--- config.mk ---
export PLATFORM = sky130hd
export DESIGN_NAME = bp_cce_dir_lru_stream_extract
export DESIGN_NICKNAME = d
export VERILOG_FILES = /design/src/rtl/bp_cce_dir_lru_stream_extract.sv
export SDC_FILE = /design/constraint.sdc
export NUM_CORES = 1
export LEC_CHECK = 0
export ABC_AREA = 0
export CORE_AREA = 4 4 105 107
export DETAILED_ROUTE_END_ITERATION = 12
export DIE_AREA = 0 0 109 111
export PLACE_DENSITY = 0.88
export REMOVE_ABC_BUFFERS = 1
export SLEW_MARGIN = 40
export SYNTH_ARGS = -nofsm -noshare
export SYNTH_HDL_FRONTEND = slang
export SYNTH_SLANG_ARGS = --single-unit
--- constraint.sdc ---
create_clock -name clk_i -period 2.63 [get_ports clk_i]
set_clock_uncertainty 0.15 [all_clocks]
set_input_delay 0.263 -clock clk_i [delete_from_list [all_inputs] [get_ports clk_i]]
set_output_delay 0.263 -clock clk_i [all_outputs]
set_load 0.01 [all_outputs]
--- src/rtl/bp_cce_dir_lru_stream_extract.sv ---
// Streams directory rows for one set and captures the requesting LCE's LRU way entry.
// Row layout: entry (slot*assoc_p + way) at row_i[idx*entry_w +: entry_w], entry = {tag, state}.
module bp_cce_dir_lru_stream_extract #(
    parameter int tag_sets_per_row_p = 2,
    parameter int assoc_p            = 8,
    parameter int rows_per_set_p     = 4,
    parameter int num_lce_p          = tag_sets_per_row_p * rows_per_set_p,
    parameter int tag_width_p        = 12,
    parameter int row_width_p        = tag_sets_per_row_p * assoc_p * (tag_width_p + 3),
    localparam int lg_num_lce_lp      = (num_lce_p > 1) ? $clog2(num_lce_p) : 1,
    localparam int lg_assoc_lp        = (assoc_p > 1) ? $clog2(assoc_p) : 1,
    localparam int lg_rows_per_set_lp = (rows_per_set_p > 1) ? $clog2(rows_per_set_p) : 1,
    localparam int coh_bits_lp        = 3
) (
    input  logic                          clk_i,
    input  logic                          reset_n_i,
    input  logic                          req_v_i,
    output logic                          req_ready_o,
    input  logic [lg_num_lce_lp-1:0]      req_lce_i,
    input  logic [lg_assoc_lp-1:0]        req_lru_way_i,
    input  logic                          row_v_i,
    input  logic [row_width_p-1:0]        row_i,
    input  logic [tag_sets_per_row_p-1:0] row_tag_v_i,
    input  logic [lg_rows_per_set_lp-1:0] row_num_i,
    input  logic                          row_last_i,
    output logic                          lru_v_o,
    input  logic                          lru_yumi_i,
    output logic                          lru_found_o,
    output logic                          lru_cached_excl_o,
    output logic [coh_bits_lp-1:0]        lru_state_o,
    output logic [tag_width_p-1:0]        lru_tag_o
);

    localparam int entry_width_lp = tag_width_p + coh_bits_lp;
    localparam int entries_lp     = tag_sets_per_row_p * assoc_p;
    localparam int lg_entries_lp  = (entries_lp > 1) ? $clog2(entries_lp) : 1;
    localparam int lg_tsr_lp      = $clog2(tag_sets_per_row_p);
    localparam int shared_bit_lp  = 0;
    localparam logic [coh_bits_lp-1:0] e_coh_i = 3'b000;

    if ((tag_sets_per_row_p < 1) || ((tag_sets_per_row_p & (tag_sets_per_row_p - 1)) != 0)) begin : g_bad_tsr
        $error("tag_sets_per_row_p must be a power of 2");
    end
    if (num_lce_p != tag_sets_per_row_p * rows_per_set_p) begin : g_bad_lce
        $error("num_lce_p must equal tag_sets_per_row_p * rows_per_set_p");
    end
    if (row_width_p != entries_lp * entry_width_lp) begin : g_bad_row
        $error("row_width_p does not match directory entry packing");
    end

    typedef enum logic [1:0] {
        e_idle,
        e_scan,
        e_done
    } state_e;

    state_e                   fsm_q, fsm_d;
    logic                     ready_q, ready_d;
    logic                     v_q, v_d;
    logic [lg_num_lce_lp-1:0] lce_q, lce_d;
    logic [lg_assoc_lp-1:0]   way_q, way_d;
    logic                     found_q, found_d;
    logic [coh_bits_lp-1:0]   coh_q, coh_d;
    logic [tag_width_p-1:0]   tag_q, tag_d;

    logic [entries_lp-1:0][entry_width_lp-1:0] row_entries;
    logic [lg_num_lce_lp-1:0] tgt_row;
    logic [lg_num_lce_lp-1:0] tgt_slot;
    logic [lg_num_lce_lp-1:0] row_num_ext;
    logic [lg_entries_lp-1:0] entry_sel;
    logic [entry_width_lp-1:0] sel_entry;
    logic                     slot_valid;
    logic                     row_match;

    assign row_entries = row_i;

    // Target decode uses the latched request so the row stream may arrive in any order.
    always_comb begin
        tgt_row     = lce_q >> lg_tsr_lp;
        tgt_slot    = lce_q & lg_num_lce_lp'(tag_sets_per_row_p - 1);
        row_num_ext = lg_num_lce_lp'(row_num_i);
        row_match   = (row_num_ext == tgt_row);
        entry_sel   = lg_entries_lp'(tgt_slot) * lg_entries_lp'(assoc_p) + lg_entries_lp'(way_q);
        sel_entry   = row_entries[entry_sel];
        slot_valid  = |(row_tag_v_i & (tag_sets_per_row_p'(1) << tgt_slot));
    end

    always_comb begin
        fsm_d   = fsm_q;
        ready_d = ready_q;
        v_d     = v_q;
        lce_d   = lce_q;
        way_d   = way_q;
        found_d = found_q;
        coh_d   = coh_q;
        tag_d   = tag_q;
        case (fsm_q)
            e_idle: begin
                if (req_v_i) begin
                    lce_d   = req_lce_i;
                    way_d   = req_lru_way_i;
                    found_d = 1'b0;
                    coh_d   = e_coh_i;
                    tag_d   = '0;
                    ready_d = 1'b0;
                    fsm_d   = e_scan;
                end
            end
            e_scan: begin
                if (row_v_i) begin
                    if (row_match) begin
                        found_d = slot_valid;
                        coh_d   = slot_valid ? sel_entry[coh_bits_lp-1:0] : e_coh_i;
                        tag_d   = slot_valid ? sel_entry[entry_width_lp-1:coh_bits_lp] : '0;
                    end
                    if (row_last_i) begin
                        v_d   = 1'b1;
                        fsm_d = e_done;
                    end
                end
            end
            e_done: begin
                if (lru_yumi_i) begin
                    v_d     = 1'b0;
                    ready_d = 1'b1;
                    fsm_d   = e_idle;
                end
            end
            default: begin
                v_d     = 1'b0;
                ready_d = 1'b1;
                fsm_d   = e_idle;
            end
        endcase
    end

    always_ff @(posedge clk_i or negedge reset_n_i) begin
        if (!reset_n_i) begin
            fsm_q   <= e_idle;
            ready_q <= 1'b1;
            v_q     <= 1'b0;
            lce_q   <= '0;
            way_q   <= '0;
            found_q <= 1'b0;
            coh_q   <= e_coh_i;
            tag_q   <= '0;
        end else begin
            fsm_q   <= fsm_d;
            ready_q <= ready_d;
            v_q     <= v_d;
            lce_q   <= lce_d;
            way_q   <= way_d;
            found_q <= found_d;
            coh_q   <= coh_d;
            tag_q   <= tag_d;
        end
    end

    assign req_ready_o       = ready_q;
    assign lru_v_o           = v_q;
    assign lru_found_o       = found_q;
    assign lru_state_o       = coh_q;
    assign lru_tag_o         = tag_q;
    assign lru_cached_excl_o = (|coh_q) & ~coh_q[shared_bit_lp];

endmodule
==> impl_summary.txt, run 1 <==
----------------------------------------------------
[Clock tree]
  Clock-pin transition on the worst setup and hold timing paths ... 100 ps
  CTS Root Cell ... clkbuf_8
  CTS sink count ... 26
  Cts bufs inserted ... 3
  Number of hold buffers added after CTS ... 0
  H-tree level count ... 1
  Post_cts resized ... 0
  Clock insertion delay at the later pin of the skew report ... 270 ps
  Post-CTS setup repair buffer count ... 0
  Max Buffers Root-to-Sink ... 2
  TritonCTS clock tree ... yes

[Route]
  Drt first-iter violations ... 157
  Via total after detailed routing ... 3090
  Routed WL per cell ... 20.21 um
  First-pass detailed-route iteration total ... 4
  Drc violations ... 0
  Count of antenna-violating nets left after detailed routing ... 0
  DR vias/cell ... 5.133
  Sum of routed wire length over all layers ... 12170 um

[Floorplan]
  Width of the chip ... 109 um
  Die Height ... 111 um
  Die outline area ... 12100 um2
  Effective utilization at floorplan ... 30.57%
  Number of rows created at floorplan ... 37
  Area inside the core boundary ... 10140 um2
  Number of ports placed on the die boundary ... 275

[Flow run]
  Max Cap Viol ... 0

[Logic synthesis]
  Mapped Cells ... 202
  Sequential fraction of the synthesis area ... 21.03%
  Post-synthesis cell type count ... 30
  Syn Area/Cell ... 15.34 um2
  Post-synthesis instance area ... 3099 um2
  Yosys warning total ... 0
  Flop and latch count out of synthesis ... 26

[Worst setup path]
  Max Fanout on Critical Path ... 22
  CP required ... 2640 ps
  Worst setup SP type ... flip-flop
  Critical path class ... reg -> reg
  Endpoint type of the worst setup path ... flip-flop
  Crit path arrival time ... 2110 ps

[Placed design]
  Number of cells after detailed placement ... 598
  Setup slack after placement ... 440.7 ps
  Final Wtd Congestion ... 0.8133
  Area after detailed placement ... 5863 um2
  Buffers on Ports ... 274
  Final HPWL DP ... 10340 um

[GRT]
  GR Overflow Total ... 0
  Largest net degree at the start of global routing ... 47
  Number of global-route vias before repair ... 3544
  Gr usage total ... 19.23%
  Antenna violations before repair ... 1
  First-pass GRT wire length ... 18130 um

[Pwr]
  Leakage power ... 2.428 nW
  Power density normalized to cell area ... 660.7 nW/um2
  Worst IR drop on VDD ... 371.8 uV

[Timing]
  Worst max-slew margin expressed relative to the limit ... 60.99%
  Number of endpoints failing setup at the final stage ... 0
  Worst-margin pin slew ... 583.7 ps
  Clock period minus worst slack ... 2095 ps
  Final critical-path share of the clock period ... 79.66%
  Setup repair after global routing missed its margin ... false
  Number of hold-slack violations in the final timing report ... 0
  Worst setup slack after layout ... 534.9 ps
  Highest clock rate ... 477.3 MHz
  Max Slew Vio Count ... 0

[Final layout]
  Most common library cell in the layout ignoring fill and taps ... clkdlybuf4s50_1
  Layout cells sized above 1 ... 12.66%
  Cell area after layout ... 5918 um2
  Layout filler cell count ... 825
  Final net count ... 723
  Layout Cells excl Fill ... 602
  Count of inserted antenna diode cells ... 0
  Layout-stage area growth over the synthesis result ... 90.96%
  Commonest cells after routing, fill and taps aside ... 274 x clkdlybuf4s50_1, 33 x mux4_2, 31 x mux2i_1

[Min path]
  Type of the tightest min-delay check ... in -> async

[Outcome]
  Status ... completed

----------------------------------------------------
## per-layer routing
metal | GRT usage (%) | part of all wire (%) | up-vias
li1 | - | - | 1420
met1 | 20.27 | 35 | 1517
met2 | 37.55 | 55 | 141
met3 | 4.834 | 8.7 | 10
met4 | 3.620 | 1.1 | 2
met5 | 0 | 0.058 | -
## power by group
| group | switching, mW | total (mW) | leakage [nW] | internal [mW] |
|---|---|---|---|---|
| Combinational | 1.10 | 2.90 | 2.07 | 1.80 |
| Clock | 0.131 | 0.265 | 0.0288 | 0.134 |
| Sequential | 0.164 | 0.741 | 0.332 | 0.577 |
| Total | 1.40 | 3.91 | 2.43 | 2.51 |
## path summary, 6_finish.rpt
kind	startpoint	end	slack, ps	cells after the start
worst max-delay path	way_q[0]	lru_tag_o[3]	530	5
worst min-delay path	reset_n_i	lru_tag_o[11]	210	2
worst max register to register	way_q[0]	lru_tag_o[3]	530	5
worst min register to register	lru_tag_o[2]	lru_tag_o[2]	330	1
max in group asynchronous	reset_n_i	req_ready_o	1790	2
min in group clk_i	lru_tag_o[2]	lru_tag_o[2]	330	1
## state kept, by name, indices dropped and copies added (netlist names)
register	flops
lru_v_o	1
lru_found_o	1
lru_tag_o	12
lru_state_o	3
fsm_q	2
way_q	3
req_ready_o	1
lce_q	3
## synthesized netlist by cell type
cell type	number	area (um2)
mux4_2	33	743.2
mux2i_1	31	310.3
mux4_1	27	709.4
dfrtp_1	25	625.6
a21o_1	16	120.1
o22ai_1	15	93.84
buf_6	6	67.56
mux2_2	6	67.56
nor2_1	6	22.52
buf_2	5	25.02
buf_8	3	45.04
nand2_1	3	11.26
a21oi_1	2	10.01
buf_12	2	40.04
buf_4	2	15.01
bufbuf_8	2	37.54
clkbuf_1	2	7.510
nor3_1	2	10.01
o21ai_0	2	10.01
xnor2_2	2	32.53
a211oi_1	1	7.510
a21o_2	1	8.760
and2_1	1	6.260
and3b_1	1	8.760
dfstp_2	1	26.28
nand2b_1	1	6.260
nand3_1	1	5.000
nand4_1	1	6.260
nand4_2	1	12.51
nor3b_1	1	7.510
## critical path: stages (launching register included)
cell     delay [ps]
dfrtp_2         370
buf_4           380
mux4_1          620
mux2i_1         190
o22ai_1         100
a21o_1          170
## through the flow
stage	hold WS (ps)	util, %	power (mW)	setup TNS, ps
after floorplan	-182.6	-	2.641	-5234
after global placement	310.3	57.83	3.627	0
after detailed placement	314.8	57.83	3.708	0
after CTS	230.2	58.37	3.982	0
after global routing	248.7	58.37	4.191	0
final	214.6	58.37	3.910	0
## final cells by class
| cell class | instances | area [um2] | share of cell area [%] |
|---|---|---|---|
| well taps | 136 | 170.2 | 2.875 |
| repair buffers | 282 | 2828 | 47.78 |
| multi-input cells | 154 | 2210 | 37.34 |
| clock buffers | 4 | 55.05 | 0.9302 |
| flip-flops and latches | 26 | 655.6 | 11.08 |
## kinds of logic after synthesis
kind of cell    Yosys count  synth area share (%)
compound gates           37                 8.075
xor+xnor                  2                 1.050
buf+inv                  22                 7.670
flops                    26                 21.03
mux                      97                 59.06
simple gates             18                 3.109
No activity file was read; power rests on OpenSTA's default activity.
==> run 2, diff against run 1 <==
--- a/config.mk
+++ b/config.mk
@@ -6,10 +6,10 @@
 export NUM_CORES = 1
 export LEC_CHECK = 0
 export ABC_AREA = 0
-export CORE_AREA = 4 4 105 107
+export CORE_MARGIN = 4
+export CORE_UTILIZATION = 32
 export DETAILED_ROUTE_END_ITERATION = 12
-export DIE_AREA = 0 0 109 111
-export PLACE_DENSITY = 0.88
+export PLACE_DENSITY = 0.91
 export REMOVE_ABC_BUFFERS = 1
 export SLEW_MARGIN = 40
 export SYNTH_ARGS = -nofsm -noshare
==> constraint.sdc (replaced) <==
create_clock -name clk_i -period 2.2 [get_ports clk_i]
set_clock_uncertainty 0.15 [all_clocks]
set_input_delay 0.22 -clock clk_i [delete_from_list [all_inputs] [get_ports clk_i]]
set_output_delay 0.22 -clock clk_i [all_outputs]
set_load 0.01 [all_outputs]
==> impl_summary.txt, run 2 (same netlist as run 1, synthesis figures left out) <==
----------------------------------------------------
[Timing]
  Setup repair after global routing missed its margin ... false
  Worst setup slack after layout ... 250.8 ps (-284.1 ps)
  Final critical-path share of the clock period ... 88.60% (+8.9 points)
  Number of hold-slack violations in the final timing report ... 0 (unchanged)
  Worst max-slew margin expressed relative to the limit ... 62.10% (+1.1 points)
  Worst-margin pin slew ... 566.7 ps (-16.98 ps)
  Clock period minus worst slack ... 1949 ps (-145.9 ps)
  Max Slew Vio Count ... 0 (unchanged)
  Number of endpoints failing setup at the final stage ... 0 (unchanged)
  Highest clock rate ... 513.0 MHz (+7.5%)

[Placed design]
  Number of cells after detailed placement ... 595 (-0.50%)
  Buffers on Ports ... 274 (unchanged)
  Final Wtd Congestion ... 0.8094 (-0.48%)
  Setup slack after placement ... 243.4 ps (-197.3 ps)
  Final HPWL DP ... 11120 um (+7.5%)
  Area after detailed placement ... 5909 um2 (+0.79%)

[Clock tree]
  CTS Root Cell ... clkbuf_8
  Number of hold buffers added after CTS ... 0 (unchanged)
  Cts bufs inserted ... 3 (unchanged)
  Clock-pin transition on the worst setup and hold timing paths ... 100 ps (about the same)
  CTS sink count ... 26 (unchanged)
  H-tree level count ... 1 (unchanged)
  Post-CTS setup repair buffer count ... 0 (unchanged)
  TritonCTS clock tree ... yes
  Clock insertion delay at the later pin of the skew report ... 270 ps (about the same)
  Max Buffers Root-to-Sink ... 2 (unchanged)
  Post_cts resized ... 0 (unchanged)

[GRT]
  Antenna violations before repair ... 0 (-1)
  GR Overflow Total ... 0 (unchanged)
  Gr usage total ... 22.12% (+2.9 points)
  First-pass GRT wire length ... 19350 um (+6.8%)
  Number of global-route vias before repair ... 3650 (+3.0%)
  Largest net degree at the start of global routing ... 31 (-34%)

[Floorplan]
  Area inside the core boundary ... 9328 um2 (-8.0%)
  Die outline area ... 11320 um2 (-6.4%)
  Effective utilization at floorplan ... 33.23% (+2.7 points)
  Width of the chip ... 106.4 um (-2.4%)
  Number of rows created at floorplan ... 35 (-5.4%)
  Die Height ... 106.4 um (-4.1%)
  Number of ports placed on the die boundary ... 275 (unchanged)

[Worst setup path]
  Endpoint type of the worst setup path ... flip-flop
  Worst setup path endpoint ... lru_tag_o[6]
  Critical path class ... reg -> reg
  Max Fanout on Critical Path ... 21 (-4.5%)
  Depth of the worst register-to-register path ... 5 (unchanged)
  CP required ... 2230 ps (-410 ps)
  Worst setup SP type ... flip-flop
  Crit Reg-Reg Startpoint ... way_q[1]
  R2R Path End ... lru_tag_o[6]
  Reg-to-reg slack, setup ... 250 ps (-280 ps)
  Worst setup path start ... way_q[1]
  Crit path arrival time ... 1980 ps (-130 ps)

[Route]
  Count of antenna-violating nets left after detailed routing ... 0 (unchanged)
  First-pass detailed-route iteration total ... 4 (unchanged)
  Sum of routed wire length over all layers ... 13140 um (+8.0%)
  Via total after detailed routing ... 3216 (+4.1%)
  Routed WL per cell ... 21.93 um (+8.5%)
  Drt first-iter violations ... 116 (-26%)
  Drc violations ... 0 (unchanged)
  DR vias/cell ... 5.369 (+4.6%)

[Pwr]
  Worst IR drop on VDD ... 495.3 uV (+33%)
  PnR Total Power ... 4.906 mW (+25%)
  Leakage power ... 2.464 nW (+1.5%)
  Power density normalized to cell area ... 820.4 nW/um2 (+24%)

[Final layout]
  Layout Cells excl Fill ... 599 (-0.50%)
  Area used by multi-input combinational logic ... 2210 um2 (unchanged)
  Layout cells sized above 1 ... 13.40% (+0.74 points)
  Most common library cell in the layout ignoring fill and taps ... clkdlybuf4s50_1
  Flip-flop count of the largest register after layout ... 12 (unchanged)
  Layout filler cell count ... 717 (-13%)
  Commonest cells after routing, fill and taps aside ... 274 x clkdlybuf4s50_1, 33 x mux4_2, 31 x mux2i_1
  Count of inserted antenna diode cells ... 0 (unchanged)
  Cell area after layout ... 5981 um2 (+1.1%)
  Final net count ... 727 (+0.55%)
  Layout-stage area growth over the synthesis result ... 92.98%
  Register cell area after layout ... 655.6 um2 (unchanged)

[Outcome]
  Status ... completed

[Flow run]
  Max Cap Viol ... 0 (unchanged)

[Min path]
  Type of the tightest min-delay check ... in -> async

----------------------------------------------------
## run 2: cell types whose count changed in the layout (fill, tap and decap cells not counted), sizes merged
cell    change
clkbuf      -1
bufinv      +1
buf         +4
## run 2: worst max-delay path, stage by stage (launching register included)
cell     delay, ps
dfrtp_2        420
buf_12         200
mux4_1         600
mux2i_1        200
o22ai_1        110
a21o_1         160
## run 2: area by class of cell
type / count / area share [%]
timing repair buffer: 286 / 48.20
multi-input combinational: 154 / 36.95
sequential: 26 / 10.96
tap: 129 / 2.699
clock buffer: 3 / 0.6904
clock inverter: 1 / 0.5021
## run 2: worst min path at each step
stage / startpoint / endpoint / slack [ps] / depth (start not counted)
after floorplan: reset_n_i / fsm_q[0] / -230 / 0
after global placement: lru_tag_o[1] / lru_tag_o[1] / 310 / 1
after detailed placement: lru_tag_o[6] / lru_tag_o[6] / 320 / 1
after CTS: reset_n_i / fsm_q[0] / 160 / 1
after global routing: reset_n_i / fsm_q[1] / 190 / 1
final: reset_n_i / lru_v_o / 150 / 1
## run 2: where the power goes
group,internal [mW],leakage (nW),switching (mW)
clock,0.244,0.0357,0.169
combinational,2.23,2.10,1.36
sequential,0.691,0.332,0.210
## run 2: metal layers
layer  up-vias  track usage, %  share of wire (%)
li1       1432               -                  -
met4         0           4.932                2.4
met2       160           43.39                 56
met5         -               0                  0
met1      1598           23.80                 35
met3        26           5.222                6.6
## run 2: through the flow
step           hold slack (ps)  setup TNS, ps  util [%]
2_1_floorplan           -225.6         -11690         -
6_report                 145.8              0     64.12
3_5_place_dp             318.4              0     63.35
5_1_grt                  187.8              0     64.12
4_1_cts                  157.7              0     64.12
3_3_place_gp             310.9              0     63.35
==> run 3, diff against run 2 <==
--- a/config.mk
+++ b/config.mk
@@ -9,7 +9,7 @@
 export CORE_MARGIN = 4
 export CORE_UTILIZATION = 32
 export DETAILED_ROUTE_END_ITERATION = 12
-export PLACE_DENSITY = 0.91
+export PLACE_DENSITY = 0.89
 export REMOVE_ABC_BUFFERS = 1
 export SLEW_MARGIN = 40
 export SYNTH_ARGS = -nofsm -noshare
==> impl_summary.txt, run 3 (same netlist as run 1, synthesis figures left out) <==
----------------------------------------------------
[Timing]
  Worst-margin pin slew ... 401.2 ps (-165.6 ps)
  Final critical-path share of the clock period ... 86.70% (-1.9 points)
  Number of hold-slack violations in the final timing report ... 0 (unchanged)
  Worst max-slew margin expressed relative to the limit ... 73.26% (+11 points)
  Setup repair after global routing missed its margin ... false
  Highest clock rate ... 524.3 MHz (+2.2%)
  Clock period minus worst slack ... 1907 ps (-41.88 ps)
  Number of endpoints failing setup at the final stage ... 0 (unchanged)
  Max Slew Vio Count ... 0 (unchanged)
  Worst setup slack after layout ... 292.7 ps (+41.88 ps)

[Route]
  First-pass detailed-route iteration total ... 4 (unchanged)
  Routed WL per cell ... 21.50 um (-2.0%)
  Count of antenna-violating nets left after detailed routing ... 0 (unchanged)
  Drc violations ... 0 (unchanged)
  Sum of routed wire length over all layers ... 12840 um (-2.3%)
  DR vias/cell ... 5.285 (-1.6%)
  Via total after detailed routing ... 3155 (-1.9%)
  Drt first-iter violations ... 91 (-22%)

[Clock tree]
  Post-CTS setup repair buffer count ... 0 (unchanged)
  CTS sink count ... 26 (unchanged)
  CTS Root Cell ... clkbuf_8
  Post_cts resized ... 0 (unchanged)
  TritonCTS clock tree ... yes
  H-tree level count ... 1 (unchanged)
  Cts bufs inserted ... 3 (unchanged)
  Clock-pin transition on the worst setup and hold timing paths ... 100 ps (about the same)
  Clock insertion delay at the later pin of the skew report ... 270 ps (about the same)
  Number of hold buffers added after CTS ... 0 (unchanged)
  Max Buffers Root-to-Sink ... 2 (unchanged)

[Placed design]
  Final HPWL DP ... 10850 um (-2.4%)
  Final Wtd Congestion ... 0.8359 (+3.3%)
  Setup slack after placement ... 272.1 ps (+28.72 ps)
  Area after detailed placement ... 5907 um2 (about the same)
  Number of cells after detailed placement ... 593 (-0.34%)
  Buffers on Ports ... 274 (unchanged)

[GRT]
  Number of global-route vias before repair ... 3544 (-2.9%)
  Antenna violations before repair ... 0 (unchanged)
  Layer with the highest usage ... met2
  GR Overflow Total ... 0 (unchanged)
  First-pass GRT wire length ... 18530 um (-4.2%)
  Global routing met3 resource utilization ... 4.918% (-0.30 points)
  Gr usage total ... 21.30% (-0.83 points)
  Largest net degree at the start of global routing ... 34 (+9.7%)
  Met1 Use GR ... 23.63% (-0.16 points)
  GR Layer Usage met2 ... 40.95% (-2.4 points)

[Outcome]
  Status ... completed

[Pwr]
  Worst IR drop on VDD ... 490.7 uV (-0.93%)
  Power density normalized to cell area ... 818.3 nW/um2 (-0.26%)
  Leakage power ... 2.459 nW (-0.20%)

[Floorplan]
  Width of the chip ... 106.4 um (unchanged)
  Die Height ... 106.4 um (unchanged)
  Effective utilization at floorplan ... 33.23% (unchanged)
  Number of ports placed on the die boundary ... 275 (unchanged)
  Die outline area ... 11320 um2 (unchanged)
  Area inside the core boundary ... 9328 um2 (unchanged)
  Number of rows created at floorplan ... 35 (unchanged)

[Final layout]
  Layout-stage area growth over the synthesis result ... 92.89% (about the same)
  Final net count ... 725 (-0.28%)
  Cell area after layout ... 5978 um2 (about the same)
  Layout Cells excl Fill ... 597 (-0.33%)
  Layout filler cell count ... 704 (-1.8%)
  Flip-flop count of the largest register after layout ... 12 (unchanged)
  Layout cells sized above 1 ... 13.03% (-0.37 points)
  Count of inserted antenna diode cells ... 0 (unchanged)
  Most common library cell in the layout ignoring fill and taps ... clkdlybuf4s50_1
  Commonest cells after routing, fill and taps aside ... 274 x clkdlybuf4s50_1, 33 x mux4_2, 31 x mux2i_1

[Worst setup path]
  Depth of the worst register-to-register path ... 5 (unchanged)
  Largest stage delay, worst path ... 580 ps (-20 ps)
  Crit path arrival time ... 1940 ps (-40 ps)
  Worst setup SP type ... flip-flop
  Crit Reg-Reg Startpoint ... way_q[0]
  Critical path class ... reg -> reg
  Buffering stage count on the worst path with inverters included ... 1 (unchanged)
  Endpoint type of the worst setup path ... flip-flop
  Cell with the biggest individual delay on the critical path ... mux4_1
  Cells along the critical path ... buf_12 -> mux4_1 -> mux2i_1 -> o22ai_1 -> a21o_1
  Logic depth of the worst setup path including buffers ... 5 (unchanged)
  Cell type group with the largest total delay on the critical path ... multiplexers
  Max Fanout on Critical Path ... 21 (unchanged)
  CP required ... 2230 ps (about the same)
  Reg-to-reg slack, setup ... 290 ps (+40 ps)
  R2R Path End ... lru_tag_o[1]

[Flow run]
  Max Cap Viol ... 0 (unchanged)

[Min path]
  Type of the tightest min-delay check ... in -> async

----------------------------------------------------
run 3: per-stage QoR:
stage / power, mW / utilization (%) / hold WS (ps) / TNS (ps)
2_1_floorplan: 3.157 / - / -225.6 / -11690
3_3_place_gp: 4.436 / 63.33 / 309.8 / 0
3_5_place_dp: 4.521 / 63.33 / 316.5 / 0
4_1_cts: 4.951 / 64.09 / 182.5 / 0
5_1_grt: 5.192 / 64.09 / 203.6 / 0
6_report: 4.892 / 64.09 / 185.7 / 0
run 3: worst max path at each step:
stage | startpoint | end | slack [ps]
after floorplan | way_q[0] | lru_tag_o[11] | -790
after global placement | way_q[0] | lru_tag_o[5] | 330
after detailed placement | row_v_i | lru_tag_o[7] | 270
after CTS | way_q[0] | lru_tag_o[4] | 280
after global routing | way_q[0] | lru_tag_o[11] | 170
final | way_q[0] | lru_tag_o[1] | 290
run 3: layout make-up:
class / count / area [um2] / share of cell area, %
timing repair buffer: 284 / 2880 / 48.18
multi-input combinational: 154 / 2210 / 36.96
sequential: 26 / 655.6 / 10.97
tap: 129 / 161.4 / 2.700
clock buffer: 3 / 41.29 / 0.6907
clock inverter: 1 / 30.03 / 0.5023
run 3: worst register-to-register path, cell delays in order, from the launching register on:
cell,delay [ps]
dfrtp_2,430
buf_12,210
mux4_1,590
mux2i_1,170
o22ai_1,100
a21o_1,160
run 3: per-layer routing:
metal	vias up	part of all wire, %
met5	-	0
met4	0	2.2
met3	26	6.1
met2	162	55
met1	1539	36
li1	1428	-
run 3: power by group:
group / internal, mW / switching [mW]
logic: 2.25 / 1.35
registers: 0.691 / 0.189
clock network: 0.244 / 0.168
